[src/rtl/multicycle_control_fsm.sv]
// Sequencing controller for the multi-cycle RV32I core: steps each instruction through
// FETCH/DECODE/EXECUTE/MEM/WRITEBACK, drives datapath enables and selects, counts retirements.
module multicycle_control_fsm #(
  parameter int unsigned WAIT_LIMIT = 16
) (
  input  logic        clk,
  input  logic        rstn,
  input  logic [6:0]  opcode,
  input  logic        imem_ready,
  input  logic        dmem_ready,
  output logic        imem_req,
  output logic        ir_write,
  output logic        dmem_req,
  output logic        mem_read,
  output logic        mem_write,
  output logic        pc_write,
  output logic        reg_write,
  output logic        mem_to_reg,
  output logic [1:0]  alu_op,
  output logic        alu_src,
  output logic [1:0]  alu_a_sel,
  output logic [1:0]  jump,
  output logic        branch,
  output logic [2:0]  state,
  output logic        illegal,
  output logic        bus_err,
  output logic [31:0] instret
);

  localparam int unsigned CW = 8;
  localparam int unsigned IW = 32;

  localparam logic [6:0] OP_R     = 7'b0110011;
  localparam logic [6:0] OP_I     = 7'b0010011;
  localparam logic [6:0] OP_LOAD  = 7'b0000011;
  localparam logic [6:0] OP_STORE = 7'b0100011;
  localparam logic [6:0] OP_BR    = 7'b1100011;
  localparam logic [6:0] OP_JAL   = 7'b1101111;
  localparam logic [6:0] OP_JALR  = 7'b1100111;
  localparam logic [6:0] OP_LUI   = 7'b0110111;
  localparam logic [6:0] OP_AUIPC = 7'b0010111;

  typedef enum logic [2:0] {
    S_FETCH     = 3'b000,
    S_DECODE    = 3'b001,
    S_EXECUTE   = 3'b010,
    S_MEM       = 3'b011,
    S_WRITEBACK = 3'b100,
    S_TRAP      = 3'b101
  } state_t;

  state_t          r_state;
  logic [CW-1:0]   r_wait_cnt;
  logic [IW-1:0]   r_instret;
  logic            r_illegal;
  logic            r_bus_err;

  state_t          w_next;
  logic [CW-1:0]   w_wait_next;
  logic            w_set_illegal;
  logic            w_set_bus_err;
  logic            w_imem_req, w_ir_write, w_dmem_req, w_mem_read, w_mem_write;
  logic            w_pc_write, w_reg_write, w_mem_to_reg, w_sel_en;
  logic            w_wait_expired;

  logic            w_legal;
  logic [1:0]      w_dec_alu_op;
  logic            w_dec_alu_src;
  logic [1:0]      w_dec_alu_a_sel;
  logic [1:0]      w_dec_jump;
  logic            w_dec_branch;

  logic            w_is_load, w_is_store, w_is_branch;

  assign w_is_load      = (opcode == OP_LOAD);
  assign w_is_store     = (opcode == OP_STORE);
  assign w_is_branch    = (opcode == OP_BR);
  // A ready in the same cycle as the limit is checked before this term, so it wins.
  assign w_wait_expired = (r_wait_cnt == CW'(WAIT_LIMIT - 1));

  // Opcode decode into ALU/jump/branch selects and legality.
  always_comb begin
    w_legal         = 1'b0;
    w_dec_alu_op    = 2'b00;
    w_dec_alu_src   = 1'b0;
    w_dec_alu_a_sel = 2'b00;
    w_dec_jump      = 2'b00;
    w_dec_branch    = 1'b0;
    case (opcode)
      OP_R:     begin w_legal = 1'b1; w_dec_alu_op = 2'b10; end
      OP_I:     begin w_legal = 1'b1; w_dec_alu_op = 2'b11; w_dec_alu_src = 1'b1; end
      OP_LOAD,
      OP_STORE: begin w_legal = 1'b1; w_dec_alu_src = 1'b1; end
      OP_BR:    begin w_legal = 1'b1; w_dec_alu_op = 2'b01; w_dec_branch = 1'b1; end
      OP_JAL:   begin w_legal = 1'b1; w_dec_jump = 2'b10; end
      OP_JALR:  begin w_legal = 1'b1; w_dec_jump = 2'b11; w_dec_alu_src = 1'b1; end
      OP_LUI:   begin w_legal = 1'b1; w_dec_alu_src = 1'b1; w_dec_alu_a_sel = 2'b10; end
      OP_AUIPC: begin w_legal = 1'b1; w_dec_alu_src = 1'b1; w_dec_alu_a_sel = 2'b01; end
      default:  w_legal = 1'b0;
    endcase
  end

  // State, wait counter, retirement counter and sticky trap flags.
  always_ff @(posedge clk) begin
    if (!rstn) begin
      r_state    <= S_FETCH;
      r_wait_cnt <= '0;
      r_instret  <= '0;
      r_illegal  <= 1'b0;
      r_bus_err  <= 1'b0;
    end else begin
      r_state    <= w_next;
      r_wait_cnt <= w_wait_next;
      if (w_pc_write)    r_instret <= r_instret + IW'(1);
      if (w_set_illegal) r_illegal <= 1'b1;
      if (w_set_bus_err) r_bus_err <= 1'b1;
    end
  end

  // Next state and per-state enables.
  always_comb begin
    w_next        = r_state;
    w_wait_next   = r_wait_cnt;
    w_set_illegal = 1'b0;
    w_set_bus_err = 1'b0;
    w_imem_req    = 1'b0;
    w_ir_write    = 1'b0;
    w_dmem_req    = 1'b0;
    w_mem_read    = 1'b0;
    w_mem_write   = 1'b0;
    w_pc_write    = 1'b0;
    w_reg_write   = 1'b0;
    w_mem_to_reg  = 1'b0;
    w_sel_en      = 1'b0;
    case (r_state)
      S_FETCH: begin
        w_imem_req = 1'b1;
        if (imem_ready) begin
          w_ir_write = 1'b1;
          w_next     = S_DECODE;
        end else if (w_wait_expired) begin
          w_set_bus_err = 1'b1;
          w_next        = S_TRAP;
        end else begin
          w_wait_next = r_wait_cnt + CW'(1);
        end
      end
      S_DECODE: begin
        if (!w_legal) begin
          w_set_illegal = 1'b1;
          w_next        = S_TRAP;
        end else begin
          w_next = S_EXECUTE;
        end
      end
      S_EXECUTE: begin
        w_sel_en = 1'b1;
        if (w_is_branch) begin
          w_pc_write  = 1'b1;
          w_wait_next = '0;
          w_next      = S_FETCH;
        end else if (w_is_load || w_is_store) begin
          w_wait_next = '0;
          w_next      = S_MEM;
        end else begin
          w_next = S_WRITEBACK;
        end
      end
      S_MEM: begin
        w_sel_en    = 1'b1;
        w_dmem_req  = 1'b1;
        w_mem_read  = w_is_load;
        w_mem_write = w_is_store;
        if (dmem_ready) begin
          if (w_is_load) begin
            w_next = S_WRITEBACK;
          end else begin
            w_pc_write  = 1'b1;
            w_wait_next = '0;
            w_next      = S_FETCH;
          end
        end else if (w_wait_expired) begin
          w_set_bus_err = 1'b1;
          w_next        = S_TRAP;
        end else begin
          w_wait_next = r_wait_cnt + CW'(1);
        end
      end
      S_WRITEBACK: begin
        w_sel_en     = 1'b1;
        w_reg_write  = 1'b1;
        w_pc_write   = 1'b1;
        w_mem_to_reg = w_is_load;
        w_wait_next  = '0;
        w_next       = S_FETCH;
      end
      S_TRAP:  w_next = S_TRAP;
      default: w_next = S_FETCH;
    endcase
  end

  // Every output reads as zero while reset is held.
  assign imem_req   = rstn & w_imem_req;
  assign ir_write   = rstn & w_ir_write;
  assign dmem_req   = rstn & w_dmem_req;
  assign mem_read   = rstn & w_mem_read;
  assign mem_write  = rstn & w_mem_write;
  assign pc_write   = rstn & w_pc_write;
  assign reg_write  = rstn & w_reg_write;
  assign mem_to_reg = rstn & w_mem_to_reg;
  assign alu_op     = (rstn && w_sel_en) ? w_dec_alu_op    : 2'b00;
  assign alu_src    = rstn & w_sel_en & w_dec_alu_src;
  assign alu_a_sel  = (rstn && w_sel_en) ? w_dec_alu_a_sel : 2'b00;
  assign jump       = (rstn && w_sel_en) ? w_dec_jump      : 2'b00;
  assign branch     = rstn & w_sel_en & w_dec_branch;
  assign state      = rstn ? r_state   : 3'b000;
  assign illegal    = rstn & r_illegal;
  assign bus_err    = rstn & r_bus_err;
  assign instret    = rstn ? r_instret : 32'd0;

endmodule

[config.mk]
export PLATFORM = sky130hd
export DESIGN_NAME = multicycle_control_fsm
export DESIGN_NICKNAME = d
export VERILOG_FILES = /design/src/rtl/multicycle_control_fsm.sv
export SDC_FILE = /design/constraint.sdc
export NUM_CORES = 1
export LEC_CHECK = 0
export ABC_CLOCK_PERIOD_IN_PS = 3100
export BUFFER_PORTS_ARGS = -buffer_cell sky130_fd_sc_hd__buf_4
export CAP_MARGIN = 15
export CORE_UTILIZATION = 40
export CTS_CLUSTER_DIAMETER = 200
export DETAILED_ROUTE_END_ITERATION = 8
export GPL_ROUTABILITY_DRIVEN = 0
export MAX_ROUTING_LAYER = met4
export PLACE_DENSITY_LB_ADDON = 0.08
export SKIP_CTS_REPAIR_TIMING = 1
export SLEW_MARGIN = 20
export SYNTH_ARGS = -nofsm -noshare
export SYNTH_HDL_FRONTEND = slang
export SYNTH_SLANG_ARGS = --single-unit
[constraint.sdc]
create_clock -name clk -period 3.1 [get_ports clk]
set_input_delay 0.62 -clock clk [delete_from_list [all_inputs] [get_ports clk]]
set_output_delay 0.62 -clock clk [all_outputs]
set_load 0.02 [all_outputs]
Word level (Yosys, flattened, before mapping)

Index checks and enable logic that the tools add are counted.

Register bits: 45
Bits of input ports: 11
Output and inout port bits: 53

Add/sub/neg operators: 2
Eq/ne operators: 18
Mux-type cells: 44
Bitwise gates (word level): 13
Reductions and logical operators: 8

Operator list:

| cell                  | number |
|---|---|
| $mux 8                | 6 |
| $add 32x1->32 const B | 1 |
| $mux 32               | 1 |
| $pmux 8 s4            | 1 |
| $mux 3                | 8 |
| $eq 7x6->1 const B    | 3 |
| $eq 7x7->1 const B    | 3 |
| $mux 1                | 19 |
| $pmux 3 s5            | 1 |
| $eq 7x5->1 const B    | 2 |
| $and 1x1->1           | 13 |
| $reduce_or 9->1       | 1 |
| $add 8x1->8 const B   | 1 |
| $eq 8x4->1 const B    | 1 |
| $pmux 2 s2            | 2 |
| $eq 7x2->1 const B    | 1 |
| $eq 3x2->1 const B    | 2 |
| $eq 3x3->1 const B    | 2 |
| $mux 2                | 3 |
| $ne 3x3->1 const B    | 2 |
| $pmux 2 s3            | 1 |
| $reduce_or 6->1       | 1 |
| $reduce_and 4->1      | 1 |
| $reduce_bool 4->1     | 1 |
| 8 further kinds       | 8 |

Logic depth before layout (Yosys ltp)

Word-level depth: 5
Mapped depth: 9
Mapped depth without buffers: 6

Least setup slack after synthesis

Ideal clock, no wire load.

Kind: reg-to-output
Start: register r_state[2]
End: output port alu_a_sel[0]
Data arrival time: 2.052 ns
Path slack: 0.428 ns
Stages on the path, launching flop included: 7
Path through: dfxtp_1 buf_2 inv_2 nor3_1 o21ai_1 or3_1 nor4_1

Cells in the longest elaborated chain, start to end: 5
Elaborated cells on any way between the ends: 7
Those cells by class: 3 x eq/ne; 2 x mux; 2 x reduce/logical

RTL lines:

| item                                            | RTL line | text |
|---|---|---|
| start, declared                                 | 52       | `state_t r_state;` |
| start signal, assigned                          | 112      | `r_state <= w_next;` |
| $eq 3x2->1 / $eq 3x3->1 (equally long branches) | 135      | `case (r_state)` |
| $reduce_or 3->1 (no source line) (*)            | -        |  |
| $mux 1 (*)                                      | 135      |  |
| $logic_and 1x1->1 (*)                           | 213      | `assign alu_a_sel = (rstn && w_sel_en) ? w_dec_alu_a_sel : 2'b00;` |
| $mux 2 (*)                                      | 213      |  |
| end, declared                                   | 21       | `output logic [1:0] alu_a_sel,` |

Every way passes the cells marked *; elsewhere a longest branch is shown, timed or not.

Final worst setup path

Start: register r_state[1]
End: output port alu_a_sel[0]

The elaborated chain is that of the path after synthesis.

==> results.toml <==
[sta]
setup_viol = 0
rsz0062_at_grt = "false"
min_period_ns = 2.75
drv_slew = 0
fmax_mhz = 364
fin_ws_ns = 0.352
hold_viol_final = 0
post-route-period-util = 0.886
finalSetupTns_ns = 0
fin_skew_ns = 0.0115
hold_ws_ns = 0.459
maxSlewHeadroom = 0.565
worst_pin_slew_ns = 0.646

[worst_setup_path]
reg2reg_slack_ns = 0.80
slowest_delay_ns = 0.56
critical_path_class = "flop to primary output"
crit_family = "simple AND/OR/NAND/NOR gates"
crit_path_start_kind = "flop"
worstSetupEndpointType = "primary output"
cp_cell_sequence = "nor2b_1, o21ai_1, or3_1, nor4_1, buf_4"
cp_max_fo = 13
worstPathBufferInverterCount = 1
slowest_stage = "dfxtp_1"
cp_data_required_time_ns = 2.48
critPathArrivalTime_ns = 2.13

[hold_path]
hp-class = "flop to flop"

[finish]
n_antenna_cell = 0
n_fill_cell = 756
mostFrequentLayoutCells = "70 x buf_4, 45 x dfxtp_1, 35 x nor2_1"
fin_nets = 445
final_cells = 532
fin_util = 0.499
multi_input_area_sq_um = 1880
final_common_cell = "buf_4"
layout-drive-gt1-share = 0.219
ff_latch_area_sq_um = 901
synthToLayoutAreaGrowth_pct = 21.4

[clock_network]
clkTransAtPathRegs_ns = 0.09
ctsHtreeMaxLevel = 2
cts_sinks = 45
clockRootBuffer = "clkbuf_8"
clk_latency_ns = 0.30
cts_made_buffers = 5
cts.path.max_buffers = 2
cts_tree = "done"

[yosys]
async_flop_share = 0
ys_seq_area_frac = 0.304
synthTopCellsByArea = "dfxtp_1 30%, and2_1 6.3%, nor2_1 4.4%"
ys_ff_latch = 45
synth_top_area_cell = "dfxtp_1"
synth_edf_count = 0
synth_fp_nets = 391
avgSynthCellArea_sq_um = 7.85
netlist_area_sq_um = 2970
synth_cell_types = 68
synth.top_cell.area_share = 0.304
synth_warnings = 0
syn-instance-count = 378
synthFlopType = "dfxtp_1"

[power_and_ir_drop]
swShare = 0.250
peakVddDrop_mv = 0.174
comb_power_share = 0.110
clockPowerShare = 0.393
power_density_nw_per_um2 = 332
p_int_w = 0.000897
p_leak_nw = 1.45
p_sw_w = 0.000299
p_seq_frac = 0.497

[global_route]
grt_max_degree = 32
met1_usage = 0.258
grtUsageTotal = 0.207
top_usage_layer = "met2"
met3_usage = 0.0264
antenna_found_initial = 0
grt.overflow.total = 0
grt_util_met2 = 0.340
grt_pass1_vias = 2584
grt_pass1_wl_mm = 12.3

[drt]
drc = 0
first_pass_iters = 5
avgRoutedWirePerCell_um = 14.5
vias = 2982
vias_per_cell = 5.61
totalWireLength_mm = 7.72
drt_first_iter_violations = 98
route.antenna.remaining_nets = 0

[placement]
place_ws_ns = 0.413
place_inst = 524
port_buffers = 63
hpwl_mm = 5.71

[floorplan]
chipHeight_um = 88.1
initial_utilization = 0.411
io_pins = 64
dieArea_sq_um = 7770
die_w_um = 88.1
rows = 31
fp.coreArea_sq_um = 7210

[run]
drv_cap = 0

[run_status]
status = "finished, final reports clean"
## area by class of cell
cell class,count,share of cell area
Timing Repair Buffer,70,0.146
Tap cell,99,0.0344
Multi-Input combinational cell,296,0.523
Clock buffer,7,0.0240
Sequential cell,45,0.250
Clock inverter,1,0.00833
Inverter,14,0.0146
## per-stage QoR
| step | total power (W) | cell area, sq um |
|---|---|---|
| floorplan | 0.000697 | 2970 |
| global placement | 0.000739 | 3490 |
| detailed placement | 0.000740 | 3490 |
| CTS | 0.00121 | 3600 |
| global route | 0.00125 | 3600 |
| finish | 0.00120 | 3600 |
## power by group through the flow
stage / sequential (W) / clock, W / combinational, W
2_1_floorplan: 0.000603 / 0 / 0.0000934
3_3_place_gp: 0.000608 / 0 / 0.000131
3_5_place_dp: 0.000608 / 0 / 0.000131
4_1_cts: 0.000595 / 0.000484 / 0.000132
5_1_grt: 0.000596 / 0.000508 / 0.000145
6_report: 0.000595 / 0.000470 / 0.000131
## cell usage after synthesis (2+ instances only)
cell and n:
o21ai_1 2, nor2_1 35, inv_2 2, nand3b_1 3
o21a_1 3, a21boi_0 3, mux2_2 2, nand4b_1 3
or4_1 10, nor2b_1 3, nand2_1 23, a21oi_1 17
nand3_1 17, clkbuf_1 12, o31ai_1 8, a211oi_1 2
dfxtp_1 45, nand4_1 14, and2_1 30, a311oi_1 2
a31oi_1 5, a22oi_1 2, xnor2_1 4, and3_1 7
o21ai_0 17, ha_1 2, and4_1 5, or2_2 2
buf_6 3, or3_1 10, mux2_1 6, nor4_1 5
nor3_1 17, buf_2 5, nand2b_1 7, a2bb2oi_1 2
inv_1 12
## layer usage
metal	wire length [um]	vias up
li1	-	1508
met1	3630	1393
met2	3660	70
met3	302	11
met4	131	0
met5	0	-
## registers in the layout, summed over array words and instances, names as in the netlist
signal,flops
r_instret,32
r_wait_cnt,8
r_state,3
r_bus_err,1
r_illegal,1
## path summary, 6_finish.rpt
check,from,to,cells after the start
min reg2reg,r_illegal$_SDFFE_PN0P_,r_illegal$_SDFFE_PN0P_,2
min,r_illegal$_SDFFE_PN0P_,r_illegal$_SDFFE_PN0P_,2
max reg2reg,r_state[1]$_SDFF_PN0_,r_instret[30]$_SDFFE_PN0P_,5
max,r_state[1]$_SDFF_PN0_,alu_a_sel[0],5
## worst register-to-register path: stages, from the launching register on
cell and delay, ns:
dfxtp_1 0.56, nand2b_1 0.32, or4_4 0.65, nand3_4 0.18
nand4_1 0.14, mux2_1 0.34
## cells by family (layout without fill, tap and decap cells)
logic type / after synthesis / in the layout / synth area share
flops: 45 / 45 / 0.304
buf+inv: 37 / 92 / 0.0615
simple gates: 205 / 205 / 0.409
compound gates: 76 / 76 / 0.170
mux: 9 / 9 / 0.0354
fa+ha+maj: 2 / 2 / 0.00843
xor+xnor: 4 / 4 / 0.0118
No activity file was read; power rests on OpenSTA's default activity.
